### src/rtl/i2c_pkg.sv
// Shared definitions for the I2C sequencer: FSM state encoding, register-bus
// address codes of the I2C master core, and the burst register helper.
package i2c_pkg;

  typedef enum logic [3:0] {
    IDLE,
    SLV,
    RW,
    REG,
    DATA,
    EN_ON,
    WAIT,
    EN_OFF,
    READ
  } state_t;

  localparam logic [2:0] ENABLE           = 3'd0;
  localparam logic [2:0] SLAVE_ADDRESS    = 3'd1;
  localparam logic [2:0] READ_WRITE       = 3'd2;
  localparam logic [2:0] REGISTER_ADDRESS = 3'd3;
  localparam logic [2:0] DATA_IN          = 3'd4;
  localparam logic [2:0] DATA_OUT         = 3'd5;

  // Register numbers wrap modulo 256 through the natural 8-bit add.
  function automatic logic [7:0] burst_reg(input logic [7:0] base, input logic [2:0] idx);
    return base + {5'b0, idx};
  endfunction

endpackage

### src/rtl/i2c_sequencer_poll_timer.sv
// Free-running poll counter; tick is high for the one cycle the count sits at
// POLL_PERIOD-1, after which it wraps to zero.
module poll_timer #(
  parameter int POLL_PERIOD = 1000000
) (
  input  logic clk,
  input  logic rst,
  output logic tick
);

  localparam int CNT_W = $clog2(POLL_PERIOD);

  logic [CNT_W-1:0] cnt;

  assign tick = (cnt == CNT_W'(POLL_PERIOD - 1));

  always_ff @(posedge clk or posedge rst) begin
    if (rst) begin
      cnt <= '0;
    end else if (tick) begin
      cnt <= '0;
    end else begin
      cnt <= cnt + CNT_W'(1);
    end
  end

endmodule

### src/rtl/i2c_sequencer.sv
// Drives an I2C master core over its register bus: one wake write after reset,
// then periodic bursts of consecutive register reads presented as a byte stream.
module i2c_sequencer
  import i2c_pkg::*;
#(
  parameter logic [6:0] SLAVE_ADDR  = 7'h68,
  parameter logic [7:0] WAKE_REG    = 8'h6B,
  parameter logic [7:0] WAKE_VAL    = 8'h00,
  parameter logic [7:0] BASE_REG    = 8'h3B,
  parameter int         NUM_REGS    = 6,
  parameter int         XFER_CYCLES = 4000,
  parameter int         POLL_PERIOD = 1000000
) (
  input  logic       clk,
  input  logic       rst,
  input  logic       run,
  output logic [2:0] bus_address,
  output logic [7:0] bus_write_data,
  output logic       bus_we,
  output logic       bus_re,
  input  logic [7:0] bus_read_data,
  output logic       out_valid,
  output logic [2:0] out_index,
  output logic [7:0] out_data,
  output logic       busy,
  output logic       overrun,
  output logic       init_done
);

  localparam int WAIT_W = $clog2(XFER_CYCLES + 1);

  state_t            state;
  state_t            state_nxt;
  logic [WAIT_W-1:0] wait_cnt;
  logic [2:0]        byte_idx;
  logic              xact_wr;
  logic              tick;
  logic              start_wake;
  logic              start_burst;
  logic              last_byte;
  logic              wait_done;

  poll_timer #(.POLL_PERIOD(POLL_PERIOD)) u_poll_timer (
    .clk  (clk),
    .rst  (rst),
    .tick (tick)
  );

  assign busy        = (state != IDLE);
  assign start_wake  = (state == IDLE) && !init_done;
  assign start_burst = (state == IDLE) && init_done && tick && run;
  assign last_byte   = (byte_idx == 3'(NUM_REGS - 1));
  assign wait_done   = (wait_cnt == WAIT_W'(1));

  always_ff @(posedge clk or posedge rst) begin
    if (rst) begin
      state <= IDLE;
    end else begin
      state <= state_nxt;
    end
  end

  always_comb begin
    state_nxt = state;
    case (state)
      IDLE:    if (start_wake || start_burst) state_nxt = SLV;
      SLV:     state_nxt = RW;
      RW:      state_nxt = REG;
      REG:     state_nxt = xact_wr ? DATA : EN_ON;
      DATA:    state_nxt = EN_ON;
      EN_ON:   state_nxt = WAIT;
      WAIT:    if (wait_done) state_nxt = EN_OFF;
      EN_OFF:  state_nxt = xact_wr ? IDLE : READ;
      READ:    state_nxt = last_byte ? IDLE : SLV;
      default: state_nxt = IDLE;
    endcase
  end

  always_comb begin
    bus_we         = 1'b0;
    bus_re         = 1'b0;
    bus_address    = ENABLE;
    bus_write_data = 8'h00;
    case (state)
      SLV: begin
        bus_we         = 1'b1;
        bus_address    = SLAVE_ADDRESS;
        bus_write_data = {1'b0, SLAVE_ADDR};
      end
      RW: begin
        bus_we         = 1'b1;
        bus_address    = READ_WRITE;
        bus_write_data = {7'b0, ~xact_wr};
      end
      REG: begin
        bus_we         = 1'b1;
        bus_address    = REGISTER_ADDRESS;
        bus_write_data = xact_wr ? WAKE_REG : burst_reg(BASE_REG, byte_idx);
      end
      DATA: begin
        bus_we         = 1'b1;
        bus_address    = DATA_IN;
        bus_write_data = WAKE_VAL;
      end
      EN_ON: begin
        bus_we         = 1'b1;
        bus_write_data = 8'h01;
      end
      EN_OFF: begin
        bus_we         = 1'b1;
      end
      READ: begin
        bus_re         = 1'b1;
        bus_address    = DATA_OUT;
      end
      default: ;
    endcase
  end

  // Ticks are dropped while a transaction is in flight or before the wake write lands.
  always_ff @(posedge clk or posedge rst) begin
    if (rst) begin
      wait_cnt  <= '0;
      byte_idx  <= '0;
      xact_wr   <= 1'b0;
      init_done <= 1'b0;
      overrun   <= 1'b0;
      out_valid <= 1'b0;
      out_index <= '0;
      out_data  <= '0;
    end else begin
      out_valid <= (state == READ);
      if (state == READ) begin
        out_index <= byte_idx;
        out_data  <= bus_read_data;
      end
      if (start_wake) begin
        xact_wr <= 1'b1;
      end else if (start_burst) begin
        xact_wr <= 1'b0;
      end
      if (start_burst) begin
        byte_idx <= '0;
      end else if (state == READ && !last_byte) begin
        byte_idx <= byte_idx + 3'd1;
      end
      if (state == EN_ON) begin
        wait_cnt <= WAIT_W'(XFER_CYCLES);
      end else if (state == WAIT) begin
        wait_cnt <= wait_cnt - WAIT_W'(1);
      end
      if (state == EN_OFF && xact_wr) begin
        init_done <= 1'b1;
      end
      if (tick && run && (busy || !init_done)) begin
        overrun <= 1'b1;
      end
    end
  end

endmodule

### config.mk
export PLATFORM = sky130hd
export DESIGN_NAME = i2c_sequencer
export DESIGN_NICKNAME = d
export VERILOG_FILES = /design/src/rtl/i2c_pkg.sv /design/src/rtl/i2c_sequencer_poll_timer.sv /design/src/rtl/i2c_sequencer.sv
export SDC_FILE = /design/constraint.sdc
export NUM_CORES = 1
export LEC_CHECK = 0
export ABC_AREA = 0
export CAP_MARGIN = 20
export CORE_MARGIN = 2
export CORE_UTILIZATION = 45
export DETAILED_ROUTE_END_ITERATION = 7
export PLACE_DENSITY = 0.68
export RECOVER_POWER = 100
export REMOVE_ABC_BUFFERS = 1
export SYNTH_ARGS = -nofsm -noshare
export SYNTH_HDL_FRONTEND = slang
export SYNTH_HIERARCHICAL = 1
export SYNTH_SLANG_ARGS = --single-unit
export TNS_END_PERCENT = 100
### constraint.sdc
create_clock -name clk -period 2.85 [get_ports clk]
set_input_delay 0.57 -clock clk [delete_from_list [all_inputs] [get_ports clk]]
set_output_delay 0.57 -clock clk [all_outputs]
set_load 0.05 [all_outputs]
---- Yosys cells after proc, flatten, opt, wreduce, memory -nomap -nowiden ----
Index checks and enable logic that the tools add are counted.
storage, ports and cells
  register bits ........................... 54
  bits in read-only memories .............. 0
  latch bits .............................. 0
  logic and storage cells ................. 65
  memory bits (writable) .................. 0
  bits of input ports ..................... 11
  output and inout bits ................... 28
  memories kept ........................... 0
operators by class
  bitwise logic cells ..................... 1
  magnitude comparators ................... 0
  reductions and logical operators ........ 19
  multipliers ............................. 0
  add/subtract/negate cells ............... 4
  shift operators ......................... 0
  equal/unequal tests ..................... 13
  divide/modulo/power cells ............... 0
  multiplexer cells ....................... 18
operators by type and width
  kind                   number
  $pmux 4 s9             1
  $pmux 7 s4             1
  $mux 12                2
  $add 20x1->20 const B  1
  $eq 20x20->1 const B   1
  $mux 20                1
  $eq 4x3->1 const B     4
  $pmux 3 s5             1
  $eq 12x1->1 const B    1
  $mux 4                 3
  $sub 12x1->12 const B  1
  $eq 4x2->1 const B     2
  $logic_and 1x1->1      8
  $add 6x3->7 const A    1
  $mux 7                 1
  $mux 1                 6
  $mux 3                 2
  $reduce_bool 2->1      3
  $reduce_or 6->1        1
  $eq 4x1->1 const B     1
  $eq 4x4->1 const B     1
  $logic_not 4->1        1
  $reduce_bool 4->1      1
  $add 3x1->3 const B    1
  other kinds (7)        9

---- Depth between registers and ports, before layout ----
  depth in word-level cells ............... 7
  depth in mapped cells ................... 9

---- By module ----
The synthesis kept the hierarchy.
by module, submodules not included
  module         instances  area an instance (um^2)  cells each
  i2c_sequencer  1          1810.5                   176
  poll_timer     1          972.2                    96

---- Worst setup path before layout ----
Ideal clock, no wire load.
  path type ............................... flip-flop to output port
  start point ............................. reg state[2]
  end point ............................... out bus_write_data[1]
  setup slack ............................. 0.190 ns
  path buffers ............................ 1
  cell stages (with the launch flop) ...... 5
  arrival ................................. 2.090 ns
  path through ............................ dfrtp_1 buf_2 nor2_1 nand2_1 a211oi_1
on the way
  cells in the longest elaborated chain, start to end .. 2
  elaborated cells between the ends (all ways) .. 5
  classes of those cells .................. eq/ne: 4; mux: 1
ends and longest elaborated chain
  what                                RTL line             RTL
  start, declared                     i2c_sequencer.sv:32  state_t state;
  start signal, assigned              i2c_sequencer.sv:59  state <= state_nxt;
  $eq 4x3->1 (tied with other cells)  i2c_sequencer.sv:84  case (state)
  $pmux 7 s4 (*)                      i2c_sequencer.sv:84
  end, declared                       i2c_sequencer.sv:18  output logic [7:0] bus_write_data,
Mark *: on every way between the ends. The rest lies on a longest branch, timed or not.

---- Worst setup path after layout ----
  start point ............................. reg state[2]
  end point ............................... out bus_write_data[5]
Same word-level chain as after synthesis.

==> impl_metrics.yaml <==
run_status:
  status: "finished, final reports clean"
worst_setup_path:
  rr_startpoint: "u_poll_timer/cnt[11]"
  crit_family: "buffers and inverters"
  max_stage_delay_ns: 0.82
  cp_data_required_time_ns: 2.28
  startpoint_type: "flip-flop"
  path_max_fanout: 9
  slowest_stage: "clkdlybuf4s50_1"
  r2r_cells: 5
  worst_setup_path_end_kind: "output port"
  cp_data_arrival_time_ns: 2.14
  worstPathCellList: "nor2_1 > nand2_1 > nor2_1 > clkdlybuf4s50_1"
  path_buf_inv: 1
  cpMostUsedCell: "nor2_1"
  rrSetupSlack_ns: 0.62
  r2r-end: "overrun"
  critical_path_class: "flip-flop to output port"
worst_hold_path:
  min_path_cells: 1
  min-delay-start: "u_poll_timer/cnt[0]"
  holdPathEnd: "u_poll_timer/cnt[0]"
  min_path_type: "flip-flop to flip-flop"
placed_design:
  portBuffers: 37
  placed_area_um2: 3230
  post-dp-hpwl_um: 3770
  dp_slack_ns: 0.424
  gp_congestion: 0.808
yosys:
  synth_area_leader_cell: "dfrtp_1"
  syn-mean-instance-area_um2: 10.2
  synth_seq_cells: 54
  synth_common_cells: "54 x dfrtp_1, 29 x nor2_1, 25 x nand2_1"
  synth_most_common_cell: "dfrtp_1"
  seq_area_frac_synth_pct: 48.6
  synth.cell_area_um2: 2780
  yosys-top-cells-area: "dfrtp_1 49%, xor2_1 4.4%, nor2_1 3.9%, xnor2_1 3.8%, nand2_1 3.4%"
  async_flop_share_pct: 100
  synth-main-ff-cell: "dfrtp_1"
  synth.top_cell.area_share_pct: 48.6
  synthCells: 272
  yosys_warnings: 6
  yosys.cell_types.count: 52
  synth_edf_count: 0
die:
  die_height_um: 82.6
  start_util_pct: 46.7
  io_pins: 39
  core_area_um2: 5960
  die_x_um: 82.6
  dieArea_um2: 6830
  rows: 28
timing:
  hold_viol: 0
  max_freq_ghz: 0.369
  fin_crit_sh_pct: 95.2
  slew_viol_final: 0
  finalCriticalPeriod_ns: 2.71
  whs_ns: 0.467
  finClkSkew_ns: 0.00633
  setup_viol: 0
  tightestPinTransition_ns: 0.886
  fin_tns_setup_ns: 0
  fin_ws_ns: 0.138
  rsz0062_at_grt: "false"
  slew_headroom_pct: 40.9
finish:
  n_antenna_cell: 0
  design_area_um2: 3240
  nNetsFinal: 328
  drive_above_1_share_pct: 7.72
  n_fill_cell: 546
  final_util_pct: 54.5
  syn_to_final_growth_pct: 16.5
clock_network:
  cts_tree: "done"
  clockRootBuffer: "clkbuf_8"
  cts_buffers: 5
  cts_hold_buf: 0
  clock_path_buffers: 2
  clk-insertion-delay-late_ns: 0.30
  clk_pin_slew_ns: 0.10
  htree_levels: 2
  cts_num_sinks: 54
drt:
  wirelength_um: 5150
  drt_iter0_drc: 90
  drc: 0
  routedWlPerCell_um: 13.3
  vias: 2026
  drt-pass1-iter-count: 4
  viasPerCell: 5.25
  ant_nets: 0
power:
  power.density_nw_per_um2: 407
  irDropWorstVdd_mv: 0.266
  p_leak_uw: 0.00141
global_route:
  busiest_layer: "met2"
  grt_antenna_before_repair: 0
  grt_start_max_net_pins: 35
  grtUsageTotal_pct: 17.3
  grt.overflow.total: 0
  grt_first_pass_wirelength_um: 9100
  use_met3_pct: 6.85
  use_met2_pct: 26.6
  grt_pass1_vias: 1930
  grt.met1_usage_pct: 23.1
flow_run:
  drv_cap: 0
[metal layers]
| metal | vias up | wire (um) |
|---|---|---|
| li1 | 1012 | - |
| met4 | 0 | 47 |
| met5 | - | 0 |
| met3 | 4 | 356 |
| met2 | 42 | 2300 |
| met1 | 968 | 2450 |
[layout make-up]
type / count / area (um2) / area share (%)
inverter: 13 / 48.8 / 1.50
sequential: 54 / 1350 / 41.7
clock inverter: 3 / 47.5 / 1.47
clock buffer: 5 / 68.8 / 2.12
tap: 75 / 93.8 / 2.89
multi-input combinational: 193 / 1270 / 39.1
timing repair buffer: 43 / 363 / 11.2
[how the worst max path moves through the flow]
stage | startpoint | to | slack (ns) | depth (start not counted)
after CTS | byte_idx[0] | bus_write_data[6] | 0.06 | 7
after floorplan | state[2] | bus_address[0] | 0.05 | 2
after global routing | state[2] | bus_write_data[5] | 0.02 | 4
after global placement | byte_idx[0] | bus_write_data[6] | 0.44 | 7
after detailed placement | byte_idx[0] | bus_write_data[6] | 0.42 | 7
final | state[2] | bus_write_data[5] | 0.14 | 4
[registers in the layout, summed over array words and instances, names as in the netlist]
name	count
state	4
out_index	3
wait_cnt	12
out_valid	1
out_data	8
xact_wr	1
overrun	1
byte_idx	3
init_done	1
u_poll_timer/cnt	20
[placed cells by master, fill, tap and decap left out, types with 4 or more instances in the layout]
| cell | n |
|---|---|
| dlygate4sd3_1 | 17 |
| xnor2_1 | 12 |
| nand3b_1 | 4 |
| mux2_1 | 6 |
| nor4_1 | 6 |
| nand3_1 | 12 |
| xor2_1 | 14 |
| nor3_1 | 8 |
| clkdlybuf4s50_1 | 12 |
| nor2_1 | 29 |
| mux2_2 | 5 |
| ha_1 | 7 |
| o21ai_0 | 7 |
| nand2_1 | 25 |
| inv_1 | 13 |
| clkbuf_8 | 5 |
| clkbuf_1 | 8 |
| dfrtp_1 | 53 |
| nand4_1 | 7 |
| a21oi_1 | 11 |
[worst register-to-register path: stages (launching register included)]
cell,delay [ns]
dfrtp_1,0.45
or4b_1,0.52
or3_1,0.35
nor3_1,0.20
clkbuf_1,0.42
a31o_2,0.23
[kinds of logic after synthesis]
family                     count (synthesis)  share of synthesized area, %
and+or+nand+nor                          119                          25.0
DFF                                       54                          48.6
AOI/OAI and AO/OA                         29                          6.25
xor gates and xnor gates                  26                          8.18
buffers and inverters                     25                          4.32
muxes                                     11                          4.45
adders and majority gates                  7                          3.15
other                                      1                         0.135
[metrics by stage]
step           instances  total power (uW)
2_1_floorplan        260               795
3_3_place_gp         378               814
3_5_place_dp         378               814
4_1_cts              386              1350
5_1_grt              386              1380
6_report             386              1320
[timing repair]
action,CTS,global route
endpoints found under the setup margin,0,4
resized for setup,0,3
setup buffers,0,0
[where the power goes]
part | total, uW | switching [uW] | internal, uW
clock | 524 | 257 | 267
sequential | 766 | 0 | 766
combinational | 31.8 | 19.6 | 12.2
total | 1320 | 277 | 1040
(Power assumes the default switching activity.)
